===== config.mk =====
export PLATFORM = sky130hd
export DESIGN_NAME = if_fetch_unit
export DESIGN_NICKNAME = d
export VERILOG_FILES = /design/src/rtl/if_fetch_unit.sv
export SDC_FILE = /design/constraint.sdc
export NUM_CORES = 1
export LEC_CHECK = 0
export ABC_AREA = 0
export BUFFER_PORTS_ARGS = -buffer_cell sky130_fd_sc_hd__buf_4
export CAP_MARGIN = 10
export CORE_MARGIN = 1
export CORE_UTILIZATION = 52
export DETAILED_ROUTE_END_ITERATION = 8
export GPL_TIMING_DRIVEN = 0
export MAX_ROUTING_LAYER = met4
export PLACE_DENSITY_LB_ADDON = 0.08
export SLEW_MARGIN = 15
export SYNTH_ARGS = -nofsm -noshare
export SYNTH_HDL_FRONTEND = slang
export SYNTH_SLANG_ARGS = --single-unit

===== constraint.sdc =====
create_clock -name clk -period 3 [get_ports clk]
set_clock_uncertainty 0.15 [all_clocks]
set_input_delay 0.15 -clock clk [delete_from_list [all_inputs] [get_ports clk]]
set_output_delay 0.15 -clock clk [all_outputs]
set_load 0.1 [all_outputs]

===== src/rtl/if_fetch_unit.sv =====
// Instruction-fetch stage: owns the PC, runs a registered req/ready fetch to imem,
// holds one instruction for ID, and steers on redirects/exceptions.
// Optional feature macro: IF_MISALIGN_TRAP_EN (trap misaligned redirect targets to XADR_VEC).
module if_fetch_unit #(
  parameter logic [31:0] RESET_PC  = 32'h8000_0000,
  parameter logic [31:0] ILLOP_VEC = 32'h8000_0004,
  parameter logic [31:0] XADR_VEC  = 32'h8000_0008
) (
  input  logic        clk,
  input  logic        reset,
  input  logic        stall,
  input  logic        redirect,
  input  logic [31:0] redirect_pc,
  input  logic        illop,
  input  logic        xadr,
  output logic        imem_req,
  output logic [31:0] imem_addr,
  input  logic        imem_ready,
  input  logic [31:0] imem_rdata,
  output logic [31:0] IFInstruction,
  output logic [31:0] IFPC,
  output logic        if_valid,
  output logic        if_misalign
);

  typedef enum logic {FETCH, DRAIN} state_e;

  state_e      state_q, state_d;
  logic [31:0] pc_q, pc_d;
  logic [31:0] pending_pc_q, pending_pc_d;
  logic        req_q, req_d;
  logic [31:0] slot_instr_q, slot_instr_d;
  logic [31:0] slot_pc_q, slot_pc_d;
  logic        slot_valid_q, slot_valid_d;
  logic        misalign_q, misalign_d;

  logic        done;
  logic        take;
  logic [31:0] target;

  assign done = req_q && imem_ready;
  assign take = illop || xadr || redirect;

  // Target selection follows the priority illop > xadr > redirect.
  always_comb begin
    // NOTE: every signal driven here gets a default first so no latch is inferred.
    target     = {redirect_pc[31:2], 2'b00};
    misalign_d = 1'b0;
    if (illop) begin
      target = ILLOP_VEC;
    end else if (xadr) begin
      target = XADR_VEC;
    end else if (redirect) begin
`ifdef IF_MISALIGN_TRAP_EN
      if (redirect_pc[1:0] != 2'b00) begin
        target     = XADR_VEC;
        misalign_d = 1'b1;
      end
`endif
    end
  end

`ifndef IF_MISALIGN_TRAP_EN
  logic unused_redirect_lsbs;
  assign unused_redirect_lsbs = ^redirect_pc[1:0];
`endif

  always_comb begin
    state_d      = state_q;
    pc_d         = pc_q;
    pending_pc_d = pending_pc_q;
    slot_instr_d = slot_instr_q;
    slot_pc_d    = slot_pc_q;
    slot_valid_d = slot_valid_q;

    if (slot_valid_q && !stall) begin
      slot_valid_d = 1'b0;
      slot_instr_d = '0;
      slot_pc_d    = '0;
    end

    if (take) begin
      slot_valid_d = 1'b0;
      slot_instr_d = '0;
      slot_pc_d    = '0;
      if (!req_q || done) begin
        pc_d    = target;
        state_d = FETCH;
      end else begin
        pending_pc_d = target;
        state_d      = DRAIN;
      end
    end else if (done) begin
      if (state_q == FETCH) begin
        slot_valid_d = 1'b1;
        slot_instr_d = imem_rdata;
        slot_pc_d    = pc_q;
        pc_d         = pc_q + 32'd4;
      end else begin
        pc_d    = pending_pc_q;
        state_d = FETCH;
      end
    end

    // Only request when the slot is guaranteed empty for the returning data.
    req_d = (req_q && !done) ? 1'b1 : !slot_valid_d;
  end

  always_ff @(posedge clk) begin
    if (reset) begin
      // NOTE: sequential state uses non-blocking assignments so all registers update together.
      state_q      <= FETCH;
      pc_q         <= RESET_PC;
      pending_pc_q <= RESET_PC;
      req_q        <= 1'b0;
      slot_instr_q <= '0;
      slot_pc_q    <= '0;
      slot_valid_q <= 1'b0;
      misalign_q   <= 1'b0;
    end else begin
      state_q      <= state_d;
      pc_q         <= pc_d;
      pending_pc_q <= pending_pc_d;
      req_q        <= req_d;
      slot_instr_q <= slot_instr_d;
      slot_pc_q    <= slot_pc_d;
      slot_valid_q <= slot_valid_d;
      misalign_q   <= misalign_d;
    end
  end

  always_ff @(posedge clk) begin
    if (!reset) begin
      assert (!(done && slot_valid_q && stall));
    end
  end

  assign imem_req      = req_q;
  assign imem_addr     = pc_q;
  assign IFInstruction = slot_instr_q;
  assign IFPC          = slot_pc_q;
  assign if_valid      = slot_valid_q;
  assign if_misalign   = misalign_q;

endmodule

## Yosys cells after proc, flatten, opt, wreduce, memory -nomap -nowiden

Cells that the tools add are included.

| cells by class | value |
|---|---|
| $add $sub $neg | 1 |
| equal/unequal tests | 1 |
| muxes and demuxes | 20 |
| bitwise operators | 1 |
| reduce and logical (&&, ||, !) cells | 14 |

Operators with widths:

| operator | number |
|---|---|
| $mux W32 | 12 |
| $add A32 B3 Y32 const B | 1 |
| $mux W1 | 8 |
| $logic_not A1 Y1 | 4 |
| $reduce_and A2 Y1 | 2 |
| $logic_and A1 B1 Y1 | 3 |
| $logic_or A1 B1 Y1 | 3 |
| $ne A2 B1 Y1 const B | 1 |
| $reduce_bool A2 Y1 | 1 |
| $reduce_or A2 Y1 | 1 |
| $not A1 Y1 | 1 |

| word-level totals | value |
|---|---|
| register bits after elaboration | 131 |

## Logic depth before layout (Yosys ltp)

Gate-level depths: netlist of run 1.

| logic depth | value |
|---|---|
| depth in word-level cells | 8 |
| mapped depth | 7 |
| mapped depth without buffers | 6 |

## Least setup slack after synthesis of run 1

Ideal clock, no wire load.

| timing path | value |
|---|---|
| path kind | flip-flop to flip-flop |
| from | register pc_q[4] (netlist: imem_addr[4]) |
| to | register pc_q[31] (netlist: imem_addr[31]) |
| arrival | 2.880 ns |
| required time | 2.735 ns |
| slack | -0.146 ns |
| cell stages (with the launch flop) | 7 |
| buffers on the path | 1 |
| clock period less this slack | 3.146 ns |
| cell sequence | dfxtp_1 > buf_2 > nand3_1 > or3_4 > or3_4 > or4_1 > a31o_1 |

| on the way | value |
|---|---|
| longest elaborated chain between the ends | 4 |

RTL lines:

| element | RTL line | RTL |
|---|---|---|
| start: declaration | 29 | `logic [31:0] pc_q, pc_d;` |
| start signal: assignment | 122 | `pc_q <= pc_d;` |
| $add A32 B3 Y32 | 98 | `pc_d = pc_q + 32'd4;` |
| $mux W32 | 94 | `if (state_q == FETCH) begin` |
| $mux W32 | 93 | `end else if (done) begin` |
| $mux W32 | 82 | `if (take) begin` |

No other way between the ends. The select of a mux whose other input is x is not followed.
A chain may end at the register's enable or synchronous reset.

## Worst setup path after layout of run 1

| timing path | value |
|---|---|
| from | register pc_q[2] (netlist: imem_addr[2]) |
| to | register pc_q[22] (netlist: imem_addr[22]) |

The elaborated chain is that of the path after synthesis.

==> impl_results.md, run 1 <==
- Status: completed
- Power Density: 521 nW/um^2
- Max-cap viol count: 0
- Period utilisation layout: between 90% and 100%
- Max Clk Rate: ~0.37 GHz
- Worst path required time: around 3.3 ns
- Ys flop type: dfxtp_1
- Final Cell Area: about 8500 sq um
- Layout cell share with drive strength beyond 1: 20.3%
- Fin crit period: ~2.7 ns
- Vias: ~6900
- Post-Syn Area: 5830 sq um
- Clock latency at the later pin of the worst-skew pair: roughly 0.53 ns
- Synth top area share: between 40% and 50%
- Iteration-0 DRC Markers: roughly 770
- Wirelength per Cell: roughly 19 um
- CP Capture Type: register
- # setup viols final: 0
- Detailed Place HPWL: between 10000 and 15000 um
- Worst-path fanout max: 8
- Startpoint class of the critical path: register
- Post-route ant nets: 0
- Post_cts resized: 0
- Pins Over Slew Limit: 0
- Met1 usage in global routing: about 44%
- Lkg Pwr: about 3.2 nW
- IO buf count: 160
- Crit path kind: reg2reg
- Arr. time, crit path: between 2 and 3 ns
- Die X: about 110 um
- Synthesized flop and latch total: between 100 and 150
- Most used cell, CP: nor4_1
- Internal Power: 3.18 mW
- CORE AREA: around 11000 sq um
- Avg Vias per Cell: approximately 5.9
- Total power: approximately 4.4 mW
- Syn. warnings: 0
- Placed Area: between 7000 and 8000 sq um
- Post-synth EDFFs: 0
- Critical path buffer and inverter count: 1
- Peak VDD IR: roughly 0.43 mV
- ANT cells: 0
- Top post-synthesis cells by area: dfxtp_1, a21oi_1, nand3_1
- Nets: approximately 1100
- Clock sink count: around 130
- Max clock buf depth: 2
- Area leader, netlist: dfxtp_1
- Async S/R FF share, synth: 0%
- First-pass GRT wire length: 33100 um
- Global route total overflow: 0
- Placed Cells: about 1100
- Starting density of the core: a little over half
- Clock tree root driver cell: clkbuf_8
- Met3 Usage GRT: around a tenth
- Netlist cell types: 52
- Post-route setup slack: around 0.29 ns
- TritonCTS clock tree: done
- Worst-Margin Slew: 1.01 ns
- TritonCTS Buffers: 17
- Pre-CTS WS: roughly 0.36 ns
- Antenna violations before repair: 0
- Unrepaired setup endpoints after global routing: no
- Synthesized area per cell: ~7.6 sq um
- Ports: 170
- Clk pwr share: between 40% and 50%
- 1st-pass router iterations: 5
- Slowest cell on crit path: nor4_1
- Post-CTS Setup Repair Bufs: 0
- Final wirelength: roughly 22000 um
- Die ar.: between 10000 and 15000 sq um
- Cell chain of the critical path: ha_1, inv_1, nor4_1, nand2_1, a2111oi_0, nor4_1
- Met2 Use GR: between 60 and 70%
- Synthesized netlist cell count: ~770
- RD Place Congestion: approximately 0.93
- GRT Max-Usage Layer: met2
- Residual DRC count: 0
- Slew HR: between 30% and 40%
- CP top delay family: simple AND/OR/NAND/NOR gates
- Switching portion of total power: 27.7%
- Reg power frac: between 30% and 40%
- Die Height: between 100 and 150 um
- Crit path largest cell delay: just over 0.8 ns
- Largest net degree at the start of global routing: 17
- Gate power share: between 10 and 15%
- H-tree levels: 4
- Clk slew on worst S/H paths: around 0.06 ns
- Sequential area share after synthesis: between 40% and 50%
- NetSw: 1.22 mW
- Final TNS setup: 0 ns
- Final hold violation count: 0
- Hold WC Path Type: in2reg
- All-Layer GR Usage: a little under two fifths
- Vias in the first global route: 6700
- Synthesis-to-layout area growth: 45.1%
- Finished Layout Cells: between 1000 and 1500
- # rows: 38
[placed cells by master, fill, tap and decap left out, types with 9 or more instances in the layout]
cell type / count
o21ai_0: 37
nor4_1: 11
nor3_1: 12
clkbuf_16: 16
clkbuf_1: 55
nand2_1: 114
dfxtp_1: 121
dlygate4sd3_1: 66
a211oi_1: 9
inv_1: 9
a21oi_1: 94
a22oi_1: 31
buf_4: 163
nand3_1: 86
nor2_1: 73
buf_1: 12
[what timing repair did]
item | in CTS | in global routing
setup endpoints to repair | 0 | 0
hold endpoints to repair | 88 | 0
hold buffers | 66 | 0
[path summary, 6_finish.rpt]
| check | slack (ns) | startpoint | cells after the start | endpoint |
|---|---|---|---|---|
| min | 0.08 | illop | 4 | pending_pc_q[3] |
| min reg2reg | 0.32 | IFPC[20] | 2 | IFPC[20] |
| max | 0.29 | imem_addr[2] | 6 | imem_addr[22] |
| max reg2reg | 0.29 | imem_addr[2] | 6 | imem_addr[22] |
[per-layer routing]
metal	wire length (um)	vias to the layer above
met5	0	-
met4	648	0
met3	2070	65
met2	10300	417
met1	8680	3212
li1	-	3232
[sequential cells by signal, indices dropped and copies added (netlist names)]
signal,count
if_valid,1
pending_pc_q,30
IFPC,32
IFInstruction,32
imem_req,1
imem_addr,30
state_q,1
[logic make-up (layout without fill, tap and decap cells)]
kind of cell / count (synthesis) / in the layout / synth area share, %
AND/OR/NAND/NOR: 337 / 337 / 26.7
AO/OA/AOI/OAI: 209 / 209 / 21.9
flip-flops: 127 / 127 / 43.6
buffers and inverters: 79 / 337 / 5.35
XOR/XNOR: 9 / 9 / 1.35
multiplexers: 5 / 5 / 0.859
adder cells (fa/ha/maj): 1 / 1 / 0.215
other: 1 / 3 / 0.0644
[cells in the mapped netlist (3+ instances only)]
cell type	number
dfxtp_1	127
nand2_1	114
a21oi_1	94
nand3_1	86
nor2_1	73
clkbuf_1	52
o21ai_0	37
a22oi_1	31
buf_1	12
nor3_1	12
nor4_1	11
a211oi_1	9
inv_1	9
a221oi_1	7
nand2b_1	7
nand4_1	7
a31oi_1	6
and3_1	6
mux2i_1	5
xnor2_1	5
a2111oi_0	4
or3_1	4
or4_1	4
xor2_1	4
and2_1	3
buf_4	3
[power groups by stage]
| stage | clock network [mW] | logic [mW] | registers, mW |
|---|---|---|---|
| after global placement | 0 | 0.555 | 1.78 |
| after CTS | 1.99 | 0.635 | 1.75 |
| final | 2.00 | 0.654 | 1.75 |
| after global routing | 2.08 | 0.690 | 1.75 |
| after floorplan | 0 | 0.230 | 1.92 |
| after detailed placement | 0 | 0.563 | 1.78 |
[cell type report]
type | instances | area (sq um)
Clock buffer | 23 | 467
Clock inverter | 9 | 108
Multi-Input combinational cell | 564 | 2980
Sequential cell | 127 | 2550
Fill cell | 752 | 2440
Tap cell | 140 | 175
Timing Repair Buffer | 226 | 1860
Buffer | 70 | 278
Inverter | 9 | 33.8
[metrics by stage]
stage | util (%) | hold WS (ns)
6_report | 77.6 | 0.0844
5_1_grt | 77.6 | 0.0947
4_1_cts | 77.6 | 0.0519
3_5_place_dp | 66.3 | 0.257
3_3_place_gp | 66.3 | 0.248
2_1_floorplan | - | 0.128
[worst reg2reg max path, cell delays in order, from the launching register on]
cell	delay, ns
dfxtp_1	0.50
ha_1	0.38
inv_1	0.09
nor4_1	0.82
nand2_1	0.11
a2111oi_0	0.45
nor4_1	0.08
(Power assumes the default switching activity.)
==> run 2, diff against run 1 <==
Settings changed: RECOVER_POWER set to 100, SLEW_MARGIN 15 to 10.
==> impl_results.md, run 2 (synthesis gave the netlist of run 1 again) <==
- # setup viols final: 0
- Vias: slightly below 7000
- Power Density: 543 nW/um^2
- Worst-path fanout max: 10
- Worst-Margin Slew: between 1 and 1.5 ns
- Peak VDD IR: roughly 0.42 mV
- Clk slew on worst S/H paths: 0.06 ns
- # rows: 38
- Lkg Pwr: between 2 and 3 nW
- Unrepaired setup endpoints after global routing: no
- Wirelength per Cell: roughly 19 um
- Post-route ant nets: 0
- Post-route setup slack: ~0.15 ns
- Most frequent cells in the layout: clkbuf_1, dfxtp_1, nand2_1
- Crit path kind: reg2reg
- Max Clk Rate: around 0.35 GHz
- Cell chain of the critical path: clkbuf_1, nand3_1, or3_1, or3_4, or4_1, a31o_1
- Hold WC Path Type: in2reg
- Max-cap viol count: 0
- Clock tree root driver cell: clkbuf_8
- Pre-CTS WS: approximately 0.36 ns
- Post_cts resized: 0
- Startpoint class of the critical path: register
- First-pass GRT wire length: roughly 33000 um
- Period utilisation layout: 95.1%
- RD Place Congestion: a little over 0.9
- Antenna violations before repair: 0
- Pins Over Slew Limit: 0
- All-Layer GR Usage: between 30% and 40%
- Synthesis-to-layout area growth: 38.6%
- Nets: approximately 1100
- Largest net degree at the start of global routing: 17
- Global route total overflow: 0
- H-tree levels: 4
- 1st-pass router iterations: 6
- Layout cell share with drive strength beyond 1: a little over a tenth
- Clock latency at the later pin of the worst-skew pair: between 0.5 and 0.6 ns
- Clock sink count: 127
- Iteration-0 DRC Markers: 850
- Die ar.: approximately 12000 sq um
- CORE AREA: roughly 11000 sq um
- Fillers: approximately 890
- Final hold violation count: 0
- CP Capture Type: register
- Ports: 170
- Slew HR: between 10% and 20%
- Max clock buf depth: 2
- Hold depth: 3
- Residual DRC count: 0
- Final TNS setup: 0 ns
- Detailed Place HPWL: around 15000 um
- Cells on worst reg2reg path: 6
- Die Height: 108 um
- Avg Vias per Cell: around 5.9
- Arr. time, crit path: 3.13 ns
- Vias in the first global route: 6700
- Status: completed
- Final wirelength: about 22000 um
- TritonCTS Buffers: 17
- ANT cells: 0
- Crit path largest cell delay: roughly 0.52 ns
- Worst path required time: approximately 3.3 ns
- Die X: 108 um
- Slowest cell on crit path: or4_1
- TritonCTS clock tree: done
- Starting density of the core: around 54%
- Fin crit period: 2.85 ns
- IO buf count: 160
- Commonest non-fill, non-tap cell in the layout: clkbuf_1
-- run 2: changes by cell type in the layout (fill, tap and decap cells not counted), moves of 3 or more --
cell / previous run / this run
buf_4: 163 / 67
buf_1: 12 / 5
and2_0: 0 / 3
clkbuf_1: 55 / 159
and2_1: 3 / 0
-- run 2: timing repair --
item | CTS | global route
hold buffers | 66 | 0
setup buffers | 0 | 0
hold endpoints to repair | 88 | 0
-- run 2: final timing paths --
path | startpoint | endpoint | slack, ns
worst max-delay path | imem_addr[4] | imem_addr[31] | 0.15
worst min-delay path | illop | pending_pc_q[2] | 0.08
worst max register to register | imem_addr[4] | imem_addr[31] | 0.15
worst min register to register | IFPC[20] | IFPC[20] | 0.32
-- run 2: cell type report --
| type | count | area [sq um] | share of cell area (%) |
|---|---|---|---|
| timing repair buffer | 226 | 1500 | 18.6 |
| buffer | 70 | 277 | 3.43 |
| tap | 140 | 175 | 2.17 |
| inverter | 9 | 33.8 | 0.418 |
| clock inverter | 9 | 108 | 1.33 |
| multi-input combinational | 564 | 2960 | 36.7 |
| sequential | 127 | 2550 | 31.6 |
| clock buffer | 23 | 467 | 5.78 |
-- run 2: critical path, delay by kind of cell, from the launching register on --
family / cells / cell delay [ns]
flops: 1 / 0.32
compound gates: 1 / 0.23
buf+inv: 1 / 0.39
simple gates: 4 / 1.66
-- run 2: per-stage QoR --
step | cells | cell area, sq um | total power, mW | hold WS, ns | util (%)
6_report | 1168 | 8070 | 4.39 | 0.0807 | 74.1
4_1_cts | 1168 | 8450 | 4.37 | 0.0519 | 77.6
2_1_floorplan | 770 | 5840 | 2.15 | 0.128 | -
5_1_grt | 1168 | 8070 | 4.50 | 0.0846 | 74.1
3_3_place_gp | 1070 | 7220 | 2.34 | 0.248 | 66.3
3_5_place_dp | 1070 | 7220 | 2.35 | 0.257 | 66.3
-- run 2: power by group --
group          leakage [nW]  switching, mW  internal [mW]  total [mW]
Sequential             1.03         0.0352           1.71        1.75
Clock                 0.278          0.751           1.25        2.00
Combinational          1.47          0.434          0.204       0.638
-- run 2: metal layers --
layer / track usage (%) / part of all wire (%)
met5: - / 0
met1: 44.1 / 40
met2: 62.3 / 47
met3: 9.69 / 10
met4: 17.8 / 3.3
